## src/rtl/yuv_rgb_pkg.sv

```systemverilog
// yuv_rgb_pkg: Q8 coefficients, pixel/beat structs, pair-FSM states and channel clamp shared by the YUV422->RGB888 converter
package yuv_rgb_pkg;
  localparam logic signed [17:0] COEF_RV = 18'sd359;
  localparam logic signed [17:0] COEF_GU = 18'sd88;
  localparam logic signed [17:0] COEF_GV = 18'sd183;
  localparam logic signed [17:0] COEF_BU = 18'sd454;
  typedef struct packed {
    logic [7:0] r;
    logic [7:0] g;
    logic [7:0] b;
  } rgb888_t;
  typedef struct packed {
    logic [7:0] chroma;
    logic [7:0] y;
  } yuv_beat_t;
  typedef enum logic {WAIT_U, WAIT_V} pair_state_t;
  function automatic logic [7:0] clamp8(input logic signed [19:0] x);
    return x < 20'sd0 ? 8'd0 : x > 20'sd255 ? 8'd255 : x[7:0];
  endfunction
endpackage

```

## src/rtl/yuv_pixel_to_rgb.sv

```systemverilog
// yuv_pixel_to_rgb: 2-stage enabled YUV->RGB math pipe (clk, rst, en, valid/y/u/v in; rgb/rgb_valid out)
module yuv_pixel_to_rgb import yuv_rgb_pkg::*; (
  input  logic       clk,
  input  logic       rst,
  input  logic       en,
  input  logic       valid,
  input  logic [7:0] y,
  input  logic [7:0] u,
  input  logic [7:0] v,
  output rgb888_t    rgb,
  output logic       rgb_valid
);
  logic signed [17:0] du, dv, p_rv, p_gu, p_gv, p_bu;
  logic signed [19:0] yy, s_r, s_g, s_b;
  logic [7:0] y1;
  logic v1;
  assign du = $signed({10'd0, u}) - 18'sd128;
  assign dv = $signed({10'd0, v}) - 18'sd128;
  assign yy = $signed({12'd0, y1});
  assign s_r = p_rv + 20'sd128;
  assign s_g = 20'sd128 - p_gu - p_gv;
  assign s_b = p_bu + 20'sd128;
  always_ff @(posedge clk)
    if (rst) begin
      v1 <= 1'b0;
      rgb_valid <= 1'b0;
      rgb <= '0;
    end else if (en) begin
      v1 <= valid;
      y1 <= y;
      p_rv <= COEF_RV * dv;
      p_gu <= COEF_GU * du;
      p_gv <= COEF_GV * dv;
      p_bu <= COEF_BU * du;
      rgb_valid <= v1;
      rgb <= '{r: clamp8(yy + (s_r >>> 8)), g: clamp8(yy + (s_g >>> 8)), b: clamp8(yy + (s_b >>> 8))};
    end
endmodule

```

## src/rtl/yuv422_to_rgb888.sv

```systemverilog
// yuv422_to_rgb888: 4:2:2 beat stream (i_valid/i_ready/i_data/i_sol) to RGB888 pixel stream (o_valid/o_ready/o_rgb) with sticky pairing error o_err
module yuv422_to_rgb888 import yuv_rgb_pkg::*; (
  input  logic        clk,
  input  logic        rst,
  input  logic        i_valid,
  output logic        i_ready,
  input  logic [15:0] i_data,
  input  logic        i_sol,
  output logic        o_valid,
  input  logic        o_ready,
  output logic [23:0] o_rgb,
  output logic        o_err
);
  pair_state_t state, state_n;
  yuv_beat_t beat;
  rgb888_t rgb;
  logic en, acc, fire, pend, l_valid;
  logic [7:0] y0, u0, pend_y, pend_v, l_y, l_v;
  assign beat = i_data;
  assign en = !o_valid || o_ready;
  assign i_ready = en;
  assign acc = i_valid && en;
  assign fire = acc && state == WAIT_V && !i_sol;
  assign o_rgb = rgb;
  always_ff @(posedge clk)
    if (rst) state <= WAIT_U;
    else if (en) state <= state_n;
  always_comb begin
    state_n = acc && state == WAIT_U ? WAIT_V : fire ? WAIT_U : state;
    l_valid = fire || pend;
    l_y = fire ? y0 : pend_y;
    l_v = fire ? beat.chroma : pend_v;
  end
  always_ff @(posedge clk)
    if (rst) begin
      pend <= 1'b0;
      o_err <= 1'b0;
    end else if (en) begin
      pend <= fire;
      o_err <= o_err || (acc && state == WAIT_V && i_sol);
      if (acc && !fire) {y0, u0} <= {beat.y, beat.chroma};
      if (fire) {pend_y, pend_v} <= {beat.y, beat.chroma};
    end
  yuv_pixel_to_rgb u_math (
    .clk(clk),
    .rst(rst),
    .en(en),
    .valid(l_valid),
    .y(l_y),
    .u(u0),
    .v(l_v),
    .rgb(rgb),
    .rgb_valid(o_valid)
  );
endmodule

```

## config.mk

```make
export PLATFORM = sky130hd
export DESIGN_NAME = yuv422_to_rgb888
export DESIGN_NICKNAME = d
export VERILOG_FILES = /design/src/rtl/yuv_rgb_pkg.sv /design/src/rtl/yuv_pixel_to_rgb.sv /design/src/rtl/yuv422_to_rgb888.sv
export SDC_FILE = /design/constraint.sdc
export NUM_CORES = 1
export LEC_CHECK = 0
export CAP_MARGIN = 20
export CORE_AREA = 2 2 226 172
export CTS_CLUSTER_DIAMETER = 80
export DETAILED_ROUTE_END_ITERATION = 8
export DIE_AREA = 0 0 228 174
export GPL_ROUTABILITY_DRIVEN = 1
export GPL_TIMING_DRIVEN = 1
export SYNTH_ARGS = -nofsm -noshare
export SYNTH_HDL_FRONTEND = slang
export SYNTH_SLANG_ARGS = --single-unit
```

## constraint.sdc

```tcl
create_clock -name clk -period 16.16 [get_ports clk]
set_input_delay 3.232 -clock clk [delete_from_list [all_inputs] [get_ports clk]]
set_output_delay 3.232 -clock clk [all_outputs]
set_load 0.01 [all_outputs]
```

Yosys cells after proc, flatten, opt, wreduce, memory -nomap -nowiden
Cells that the tools add are included.
Word-level totals
  register bits: 137
  latch bits: 0
  RAM bits: 0
  memory bits (read-only): 0
  input bits: 21
  memories: 0
Cells by class
  add/subtract/negate cells: 9
  $mul: 4
  divide/modulo/power cells: 0
  order comparisons: 6
  eq/ne operators: 0
  shift-type cells: 0
  muxes and demuxes: 10
  bitwise operators: 2
  reduce and logical (&&, ||, !) cells: 17
Operators with widths (number)
  $mux W8: 8
  $gt A20 B9 Y1 const B: 3
  $lt A20 B1 Y1 const B: 3
  $add A18 B9 Y19 const B: 2
  $add A9 B11 Y12: 2
  $sub A19 B18 Y20: 1
  $sub A9 B18 Y19 const A: 1
  $mul A10 B18 Y18 const A: 1
  $mul A5 B18 Y15 const A: 1
  $mul A9 B18 Y17 const A: 1
  $mul A9 B18 Y18 const A: 1
  $sub A8 B8 Y9 const B: 2
  $add A9 B12 Y13: 1
  $logic_and A1 B1 Y1: 6
  $reduce_and A3 Y1: 2
  $reduce_and A2 Y1: 2
  $logic_not A1 Y1: 3
  $logic_or A1 B1 Y1: 3
  $mux W1: 2
  $not A1 Y1: 2
  $reduce_bool A2 Y1: 1

Logic depth before layout (Yosys ltp)
Gate-level depths: netlist of run 1.
  depth in word-level cells: 8
  gate-level depth with buffers: 25
  mapped depth without buffers: 24

By module
From an unflattened synthesis of run 1, not the netlist that was laid out.
Unflattened totals
  cell total of the unflattened synthesis: 1077
  area total of the unflattened synthesis: 11245.8 um2
Modules (own cells, without submodules)
  yuv_pixel_to_rgb: instances 1, cells each 1008, area each 9899.5 um2, seq. area each 2382.3 um2
  yuv422_to_rgb888: instances 1, cells each 69, area each 1346.3 um2, seq. area each 1021.0 um2

Worst setup path before layout of run 1
No wires, ideal clock.
  path kind: input -> register
  start: input port o_ready
  end: register u_math.p_rv[16], data pin
  setup time: 0.290 ns
  data arrival time: 8.650 ns
  required time: 15.870 ns
  setup slack: 7.220 ns
  cell stages on the path: 22
  buffers on the path: 1
  path through: nor2b_1 -> inv_1 -> nand3_1 -> nor2_2 -> clkbuf_1 -> mux2i_1 -> inv_1 -> ha_1 -> fa_1 -> fa_1 -> fa_1 -> inv_1 -> ha_1 -> ha_1 -> inv_1 -> o21bai_1 -> a2111oi_0 -> o31ai_1 -> o21a_1 -> o21a_1 -> nor2_1 -> xnor2_1
On the way
  longest elaborated chain between the ends: 7
Ends and longest elaborated chain
  from (decl): RTL line yuv422_to_rgb888.sv:10  | input logic o_ready,
  $logic_or A1 B1 Y1: RTL line yuv422_to_rgb888.sv:20  | assign en = !o_valid || o_ready;
  net i_ready: RTL line yuv422_to_rgb888.sv:6  | output logic i_ready,
  $logic_and A1 B1 Y1: RTL line yuv422_to_rgb888.sv:22  | assign acc = i_valid && en;
  $logic_and A1 B1 Y1 (2 in a row): RTL line yuv422_to_rgb888.sv:23  | assign fire = acc && state == WAIT_V && !i_sol;
  $mux W8
  net l_v[2]: RTL line yuv422_to_rgb888.sv:18  | logic [7:0] y0, u0, pend_y, pend_v, l_y, l_v;
  $sub A8 B8 Y9: RTL line yuv_pixel_to_rgb.sv:18  | assign dv = $signed({10'd0, v}) - 18'sd128;
  $mul A10 B18 Y18: RTL line yuv_pixel_to_rgb.sv:31  | p_rv <= COEF_RV * dv;
  to (signal assigned): RTL line yuv_pixel_to_rgb.sv:31
  to (decl): RTL line yuv_pixel_to_rgb.sv:13  | logic signed [17:0] du, dv, p_rv, p_gu, p_gv, p_bu;
The timed path passes the listed nets, and every way through them passes these cells.
A chain may end at the register's enable or synchronous reset.

Final worst setup path of run 1
  start: input port o_ready
  end: register u_math.p_rv[16], data pin
On the way
  longest elaborated chain between the ends: 7
Ends and longest elaborated chain (RTL line)
  $logic_or A1 B1 Y1: yuv422_to_rgb888.sv:20
  $logic_and A1 B1 Y1: yuv422_to_rgb888.sv:22
  $logic_and A1 B1 Y1 (2 in a row): yuv422_to_rgb888.sv:23
  $mux W8
  net l_v[2]: yuv422_to_rgb888.sv:18
  $sub A8 B8 Y9: yuv_pixel_to_rgb.sv:18
  $mul A10 B18 Y18: yuv_pixel_to_rgb.sv:31
The timed path passes the listed nets, and every way through them passes these cells.

==> reports/qor.json, run 1 <==
{
  "run_status": {"value": "finished, final reports clean"},
  "post_synth_and_or_nand_nor_area_fraction": {"value": 8.075, "unit": "%"},
  "detailed_place.area": {"value": 0.01218, "unit": "mm²"},
  "vdd.ir_drop.worst": {"value": 0.1107, "unit": "mV"},
  "route.detailed.drc": {"value": 0},
  "timing.setup.tns": {"value": 0, "unit": "ns"},
  "grt_pass1_wl": {"value": 38000, "unit": "µm"},
  "synthesis.area": {"value": 0.01109, "unit": "mm²"},
  "insertion_delay": {"value": 0.42, "unit": "ns"},
  "synthesis.yosys.warnings": {"value": 0},
  "synth_fp_nets": {"value": 1326},
  "use_met2": {"value": 18.24, "unit": "%"},
  "yosys_register_bits": {"value": 123},
  "antenna_cells_inserted": {"value": 0},
  "overflow": {"value": 0},
  "grt_setup_unrepaired": {"value": "false"},
  "grt-busiest-layer": {"value": "met2"},
  "final_max_slew_viol_count": {"value": 0},
  "synthAdderAreaFrac": {"value": 33.18, "unit": "%"},
  "worst_hold_path.num_cells": {"value": 1},
  "synth_cells": {"value": 1048},
  "multiInputGateArea": {"value": 0.006882, "unit": "mm²"},
  "cts.clk_slew.worst_paths": {"value": 0.06, "unit": "ns"},
  "final-hold-violation-count": {"value": 0},
  "reg2reg_from": {"value": "u_math.rgb_valid$_SDFFE_PP0N_"},
  "grt_start_max_net_pins": {"value": 73},
  "dieWidth": {"value": 228, "unit": "µm"},
  "initial_utilization": {"value": 29.43, "unit": "%"},
  "route.detailed.wl_per_inst": {"value": 14.15, "unit": "µm"},
  "detailedRoute.firstIterationViolations": {"value": 464},
  "timing.max_slew.rel_slack": {"value": 32.34, "unit": "%"},
  "via_count_of_the_first_global_routing_pass": {"value": 7299},
  "async_reset_ff_share": {"value": 0, "unit": "%"},
  "muxShareOfSynthArea": {"value": 1.974, "unit": "%"},
  "power.static_leakage": {"value": 5.816, "unit": "nW"},
  "n_fill_cell": {"value": 3794},
  "setup-violations-final": {"value": 0},
  "routed_via_density": {"value": 4.516},
  "cts_made_buffers": {"value": 17},
  "main_combinational_cell_family_by_area_after_synthesis": {"value": "adder cells"},
  "drt_pass1_iterations": {"value": 4},
  "register_area": {"value": 0.003403, "unit": "mm²"},
  "critical_path.endpoint_type": {"value": "flip-flop"},
  "max_freq": {"value": 107.1, "unit": "MHz"},
  "min_delay_worst_endpoint": {"value": "pend$_SDFFE_PP0N_"},
  "row_count": {"value": 62},
  "finalNetCount": {"value": 1386},
  "tightestPinTransition": {"value": 1.014, "unit": "ns"},
  "ios": {"value": 48},
  "groute.layer.met1.usage": {"value": 17.05, "unit": "%"},
  "synth_compound_gate_area_share": {"value": 11.28, "unit": "%"},
  "yosys.area.top_type": {"value": "edfxtp_1"},
  "mostFrequentLayoutCells": {"value": "inv_1, ha_1, edfxtp_1"},
  "placer_s_final_routability_congestion_estimate": {"value": 0.8369},
  "tritoncts_num_sinks": {"value": 123},
  "postSynth.topFlopCell": {"value": "edfxtp_1"},
  "ctsResizeCount": {"value": 0},
  "dp.final_hpwl": {"value": 18760, "unit": "µm"},
  "groute.usage.overall": {"value": 12.10, "unit": "%"},
  "setup.worst_path.class": {"value": "in2reg"},
  "synth_xor_area_share": {"value": 7.500, "unit": "%"},
  "instances_no_fill": {"value": 1633},
  "finalInstanceArea": {"value": 0.01276, "unit": "mm²"},
  "mostFrequentLayoutCell": {"value": "inv_1"},
  "critical_path.max_fanout": {"value": 18},
  "antenna_found_initial": {"value": 1},
  "finalCriticalPeriod": {"value": 9.333, "unit": "ns"},
  "post-synth-top-area-fraction": {"value": 25.44, "unit": "%"},
  "h_tree_depth": {"value": 4},
  "cp_data_arrival_time": {"value": 9.51, "unit": "ns"},
  "worstRegToRegCells": {"value": 22},
  "syn_area_per_cell": {"value": 10.59, "unit": "µm²"},
  "kind_of_start_point_of_the_critical_path": {"value": "primary input"},
  "postCtsSetupBuffers": {"value": 0},
  "detailroute.via_count": {"value": 7374},
  "drive_above_1_share": {"value": 6.690, "unit": "%"},
  "count_of_flip_flops_with_a_built_in_enable_after_synthesis": {"value": 94},
  "hold_start": {"value": "pend$_SDFFE_PP0N_"},
  "cts_buffer_depth": {"value": 2},
  "rrSetupSlack": {"value": 9.70, "unit": "ns"},
  "cts.root.buffer_cell": {"value": "clkbuf_16"},
  "min-delay-path-class": {"value": "reg2reg"},
  "die_area": {"value": 0.03967, "unit": "mm²"},
  "fin_worst_skew": {"value": 0.009585, "unit": "ns"},
  "cell_variety_after_synth": {"value": 67},
  "synth-seq-area-share": {"value": 30.68, "unit": "%"},
  "flow.area_growth_from_synthesis": {"value": 15.04, "unit": "%"},
  "global_route.usage.met3": {"value": 3.396, "unit": "%"},
  "cts_tree": {"value": "built"},
  "dp.cells": {"value": 1601},
  "finalCoreUtilization": {"value": 33.85, "unit": "%"},
  "min_period_over_period": {"value": 57.76, "unit": "%"},
  "cp.required": {"value": 16.33, "unit": "ns"},
  "power.total": {"value": 2.553, "unit": "mW"},
  "reg2reg_to": {"value": "u_math.p_rv[16]$_DFFE_PP_"},
  "ant_nets": {"value": 0},
  "hold_buffers": {"value": 0},
  "die_extent_in_y": {"value": 174, "unit": "µm"},
  "synth.area.top_cells": {"value": "edfxtp_1, ha_1, fa_1"},
  "core-area": {"value": 0.03770, "unit": "mm²"},
  "power.density_cell_area": {"value": 200.0, "unit": "mW/mm²"},
  "reported_max_cap_violation_count": {"value": 0},
  "io_buffer_count": {"value": 47},
  "drt_wl_total": {"value": 23120, "unit": "µm"}
}
==> layout make-up <==
type,count,area share (%)
clock buffer,19,3.470
clock inverter,13,1.098
inverter,199,5.852
multi-input combinational,715,53.92
sequential,123,26.66
tap,512,5.019
timing repair buffer,52,3.980
==> registers in the layout (all words and copies together), names as in the netlist <==
signal,flops
u_math.y1,8
u_math.v1,1
state,1
u_math.p_gv,17
u0,8
pend_v,8
pend,1
u_math.p_bu,11
o_err,1
u_math.p_rv,11
u_math.rgb,24
u_math.rgb_valid,1
y0,8
pend_y,8
u_math.p_gu,15
==> per-stage QoR <==
step | hold WS (ns) | worst slack (ns)
floorplan | 0.4280 | 7.220
global placement | 0.4472 | 6.634
detailed placement | 0.4544 | 6.511
CTS | 0.4682 | 6.944
global route | 0.4967 | 6.546
finish | 0.4603 | 6.827
==> layer usage <==
layer,routed length (µm),up-vias
li1,-,3740
met1,11810,3491
met2,9783,121
met3,1244,20
met4,269,2
met5,7,-
==> synth_stat cells, types with 12 or more instances <==
cell        n
nand3_1    21
nor2_1     49
fa_1       62
dfxtp_1    29
nor2b_1    12
nor3_1     16
a21o_1     15
a221o_1    23
xor2_1     25
inv_1     199
o21ai_0    27
edfxtp_1   94
a21oi_1    43
xnor2_1    70
nand2_1    23
ha_1      195
==> where the power goes <==
group	switching [mW]	leakage [nW]	total [mW]	internal (mW)
combinational	0.901	4.39	1.64	0.742
clock	0.148	0.276	0.380	0.232
sequential	0.0505	1.15	0.530	0.479
==> how the worst max path moves through the flow <==
| stage | start | endpoint | slack, ns | cells after the start |
|---|---|---|---|---|
| finish | o_ready | u_math.p_rv[16]$_DFFE_PP_ | 6.83 | 23 |
| global route | o_ready | u_math.p_rv[16]$_DFFE_PP_ | 6.55 | 23 |
| CTS | o_ready | u_math.p_rv[16]$_DFFE_PP_ | 6.94 | 23 |
| detailed placement | o_ready | u_math.p_rv[16]$_DFFE_PP_ | 6.51 | 23 |
| global placement | o_ready | u_math.p_rv[16]$_DFFE_PP_ | 6.63 | 23 |
| floorplan | o_ready | u_math.p_rv[16]$_DFFE_PP_ | 7.22 | 22 |
==> cells by family after synthesis <==
family          after synthesis
fa+ha+maj                   257
flops                       123
xor+xnor                     95
simple gates                172
compound gates              171
mux                          20
buf+inv                     210
==> critical path: stages <==
cell             delay, ns
clkdlybuf4s50_1       0.45
nor2b_1               0.06
inv_1                 0.15
nand3_1               0.14
nor2_2                0.12
buf_4                 0.31
mux2i_1               0.36
inv_1                 0.29
ha_1                  0.40
fa_1                  0.54
fa_1                  0.45
fa_1                  0.55
inv_1                 0.04
ha_1                  0.28
ha_1                  0.32
inv_1                 0.06
o21bai_1              0.10
a2111oi_0             0.75
o31ai_1               0.25
o21a_1                0.24
o21a_1                0.20
nor2_1                0.12
xnor2_1               0.07
(Power assumes the default switching activity.)
==> inputs of run 2 (changes only) <==
Clock period 16.16 ns to 8.45 ns, I/O delays scaled along.
==> run 2 against run 1 <==
Compared with the run above:
- cell count is 0.31% higher
- sequential share of layout area is 0.13 points lower
- worst hold slack better by 0.010 ns
- count of clock-buffer cells in the layout is 2 lower
- register-to-register slack worse by 7.4 ns
- sequential cell count stayed put
- wire length is 0.67% lower
- global-route usage hardly changed
- first-iteration DRC count is 15% lower
- critical path type unchanged
- largest power group unchanged
==> reports/qor.json, run 2 (synthesis gave the netlist of run 1 again) <==
{
  "run_status": {"value": "finished, final reports clean"},
  "cts.root.buffer_cell": {"value": "clkbuf_16"},
  "cpPeakStageDelay": {"value": 0.68, "unit": "ns"},
  "registers.top_by_ff_count": {"value": "u_math.rgb"},
  "setup.worst_path.class": {"value": "in2reg"},
  "largest_register_ffs": {"value": 24},
  "initial_utilization": {"value": 29.43, "unit": "%"},
  "h_tree_depth": {"value": 4},
  "core-area": {"value": 0.03770, "unit": "mm²"},
  "power.net_switching": {"value": 2.110, "unit": "mW"},
  "reported_max_cap_violation_count": {"value": 0},
  "min_period_over_period": {"value": 89.04, "unit": "%"},
  "routed_via_density": {"value": 4.540},
  "kind_of_start_point_of_the_critical_path": {"value": "primary input"},
  "drt_wl_total": {"value": 22960, "unit": "µm"},
  "grt_start_max_net_pins": {"value": 73},
  "worstRegToRegCells": {"value": 23},
  "route.detailed.wl_per_inst": {"value": 14.02, "unit": "µm"},
  "worstSetupEndpoint": {"value": "u_math.p_rv[16]$_DFFE_PP_"},
  "power.density_cell_area": {"value": 383.1, "unit": "mW/mm²"},
  "ant_nets": {"value": 0},
  "power.static_leakage": {"value": 5.854, "unit": "nW"},
  "cpMostUsedCell": {"value": "inv_1"},
  "finalNetCount": {"value": 1390},
  "route.detailed.drc": {"value": 0},
  "row_count": {"value": 62},
  "drive_above_1_share": {"value": 7.111, "unit": "%"},
  "timing.critical_path.max_delay_family": {"value": "adder cells"},
  "dp.cells": {"value": 1605},
  "fin_worst_skew": {"value": 0.007530, "unit": "ns"},
  "dp.final_hpwl": {"value": 18530, "unit": "µm"},
  "instances_no_fill": {"value": 1638},
  "groute.usage.overall": {"value": 12.13, "unit": "%"},
  "n_fill_cell": {"value": 3798},
  "final_max_slew_viol_count": {"value": 0},
  "path_cells": {"value": "clkdlybuf4s50_1 > nor2b_1 > inv_1 > nand3_1 > nor2_2 > buf_4 > mux2i_1 > inv_1 > ha_1 > inv_1 > fa_1 > fa_1 > fa_1 > inv_1 > ha_1 > ha_1 > inv_1 > o21bai_1 > a2111oi_0 > o31ai_1 > o21a_1 > o21a_1 > nor2_1 > xnor2_1"},
  "mostFrequentLayoutCells": {"value": "inv_1, ha_1, edfxtp_1"},
  "insertion_delay": {"value": 0.42, "unit": "ns"},
  "tritoncts_num_sinks": {"value": 123},
  "cts_tree": {"value": "built"},
  "vdd.ir_drop.worst": {"value": 0.1982, "unit": "mV"},
  "cts.clk_slew.worst_paths": {"value": 0.06, "unit": "ns"},
  "antenna_found_initial": {"value": 0},
  "grt_pass1_wl": {"value": 38330, "unit": "µm"},
  "switching_share_of_power": {"value": 42.95, "unit": "%"},
  "post-route-worst-setup-slack": {"value": 0.9260, "unit": "ns"},
  "overflow": {"value": 0},
  "dieWidth": {"value": 228, "unit": "µm"},
  "reg_top3": {"value": "u_math.rgb x24, u_math.p_gv x17, u_math.p_gu x15"},
  "flow.area_growth_from_synthesis": {"value": 15.62, "unit": "%"},
  "grt_setup_unrepaired": {"value": "false"},
  "min-delay-path-class": {"value": "reg2reg"},
  "power_frac_comb": {"value": 63.7, "unit": "%"},
  "rrSetupSlack": {"value": 2.26, "unit": "ns"},
  "setup-violations-final": {"value": 0},
  "finalCriticalPeriod": {"value": 7.524, "unit": "ns"},
  "reg2reg_to": {"value": "u_math.p_rv[16]$_DFFE_PP_"},
  "stages_on_the_worst_setup_path": {"value": 24},
  "reg2reg_from": {"value": "u_math.rgb_valid$_SDFFE_PP0N_"},
  "cp_data_arrival_time": {"value": 7.69, "unit": "ns"},
  "cell_with_the_largest_stage_delay_on_the_worst_path": {"value": "a2111oi_0"},
  "ctsResizeCount": {"value": 0},
  "internal-power": {"value": 2.803, "unit": "mW"},
  "timing.setup.tns": {"value": 0, "unit": "ns"},
  "ios": {"value": 48},
  "drt_pass1_iterations": {"value": 5},
  "cts_buffer_depth": {"value": 2},
  "clockPowerShare": {"value": 15.7, "unit": "%"},
  "worstPathBufferInverterCount": {"value": 7},
  "final-hold-violation-count": {"value": 0},
  "max_freq": {"value": 132.9, "unit": "MHz"},
  "detailedRoute.firstIterationViolations": {"value": 396},
  "critical_path.endpoint_type": {"value": "flip-flop"},
  "cp.required": {"value": 8.62, "unit": "ns"},
  "hold_buffers": {"value": 0},
  "die_area": {"value": 0.03967, "unit": "mm²"},
  "via_count_of_the_first_global_routing_pass": {"value": 7311},
  "timing.max_slew.rel_slack": {"value": 32.07, "unit": "%"},
  "postCtsSetupBuffers": {"value": 0},
  "dp_worst_setup_slack": {"value": 0.4955, "unit": "ns"},
  "crit_start": {"value": "o_ready"},
  "mostFrequentLayoutCell": {"value": "inv_1"},
  "critical_path.max_fanout": {"value": 8},
  "cts_made_buffers": {"value": 17},
  "detailroute.via_count": {"value": 7437},
  "placer_s_final_routability_congestion_estimate": {"value": 0.8182},
  "die_extent_in_y": {"value": 174, "unit": "µm"},
  "io_buffer_count": {"value": 47},
  "seq_power_share": {"value": 20.7, "unit": "%"},
  "tightestPinTransition": {"value": 1.018, "unit": "ns"}
}
-- run 2: worst min-delay path by stage --
stage / endpoint / depth (start not counted) / start / slack (ns)
2_1_floorplan: pend$_SDFFE_PP0N_ / 1 / pend$_SDFFE_PP0N_ / 0.43
3_3_place_gp: pend$_SDFFE_PP0N_ / 1 / pend$_SDFFE_PP0N_ / 0.45
3_5_place_dp: u_math.rgb_valid$_SDFFE_PP0N_ / 2 / u_math.v1$_SDFFE_PP0N_ / 0.46
4_1_cts: pend$_SDFFE_PP0N_ / 1 / pend$_SDFFE_PP0N_ / 0.48
5_1_grt: pend$_SDFFE_PP0N_ / 1 / pend$_SDFFE_PP0N_ / 0.50
6_report: pend$_SDFFE_PP0N_ / 1 / pend$_SDFFE_PP0N_ / 0.47
-- run 2: layout make-up --
cell class | instances | area [µm²] | share of cell area, %
diodes | 1 | 2.502 | 0.01951
clock buffers | 17 | 425.4 | 3.316
clock inverters | 15 | 188.9 | 1.473
inverters | 199 | 747.0 | 5.823
multi-input cells | 715 | 6882 | 53.65
flip-flops and latches | 123 | 3403 | 26.53
well taps | 512 | 640.6 | 4.994
repair buffers | 56 | 538.0 | 4.194
-- run 2: metal layers --
| layer | track usage [%] | routed length (µm) | vias to the layer above |
|---|---|---|---|
| li1 | - | - | 3752 |
| met1 | 17.65 | 11980 | 3537 |
| met2 | 18.24 | 9643 | 134 |
| met3 | 2.871 | 1131 | 14 |
| met4 | 2.505 | 208 | 0 |
| met5 | 0 | 0 | - |
-- run 2: through the flow --
stage          instance area, µm²  total power [mW]  hold slack [ns]  utilization, %
6_report                    12830             4.914           0.4707           34.02
5_1_grt                     12820             5.390           0.4951           34.02
4_1_cts                     12820             4.934           0.4761           34.02
3_5_place_dp                12210             4.125           0.4621           32.39
3_3_place_gp                12210             4.070           0.4464           32.39
2_1_floorplan               11090             3.369           0.4280               -
-- run 2: power by group through the flow --
stage                     registers, mW  logic [mW]  clock network [mW]
after floorplan                    1.02        2.35                   0
after global placement             1.02        3.05                   0
after detailed placement           1.03        3.10                   0
after CTS                          1.02        3.13               0.789
after global routing               1.04        3.54               0.816
final                              1.02        3.13               0.771
-- run 2: worst reg2reg max path, stage by stage, from the launching register on --
cell       delay, ns
dfxtp_1         0.31
nor2b_1         0.14
inv_1           0.15
nand3_1         0.13
nor2_2          0.13
buf_4           0.23
mux2i_1         0.34
inv_1           0.24
ha_1            0.31
inv_1           0.14
fa_1            0.45
fa_1            0.48
fa_1            0.54
inv_1           0.04
ha_1            0.28
ha_1            0.32
inv_1           0.06
o21bai_1        0.10
a2111oi_0       0.68
o31ai_1         0.25
o21a_1          0.24
o21a_1          0.20
nor2_1          0.12
xnor2_1         0.07
==> inputs of run 3 (changes only) <==
Settings changed: CTS_CLUSTER_SIZE set to 16, TNS_END_PERCENT set to 1.
==> results of run 3 <==
Final layout, timing and power as in run 2 (identical DEF).
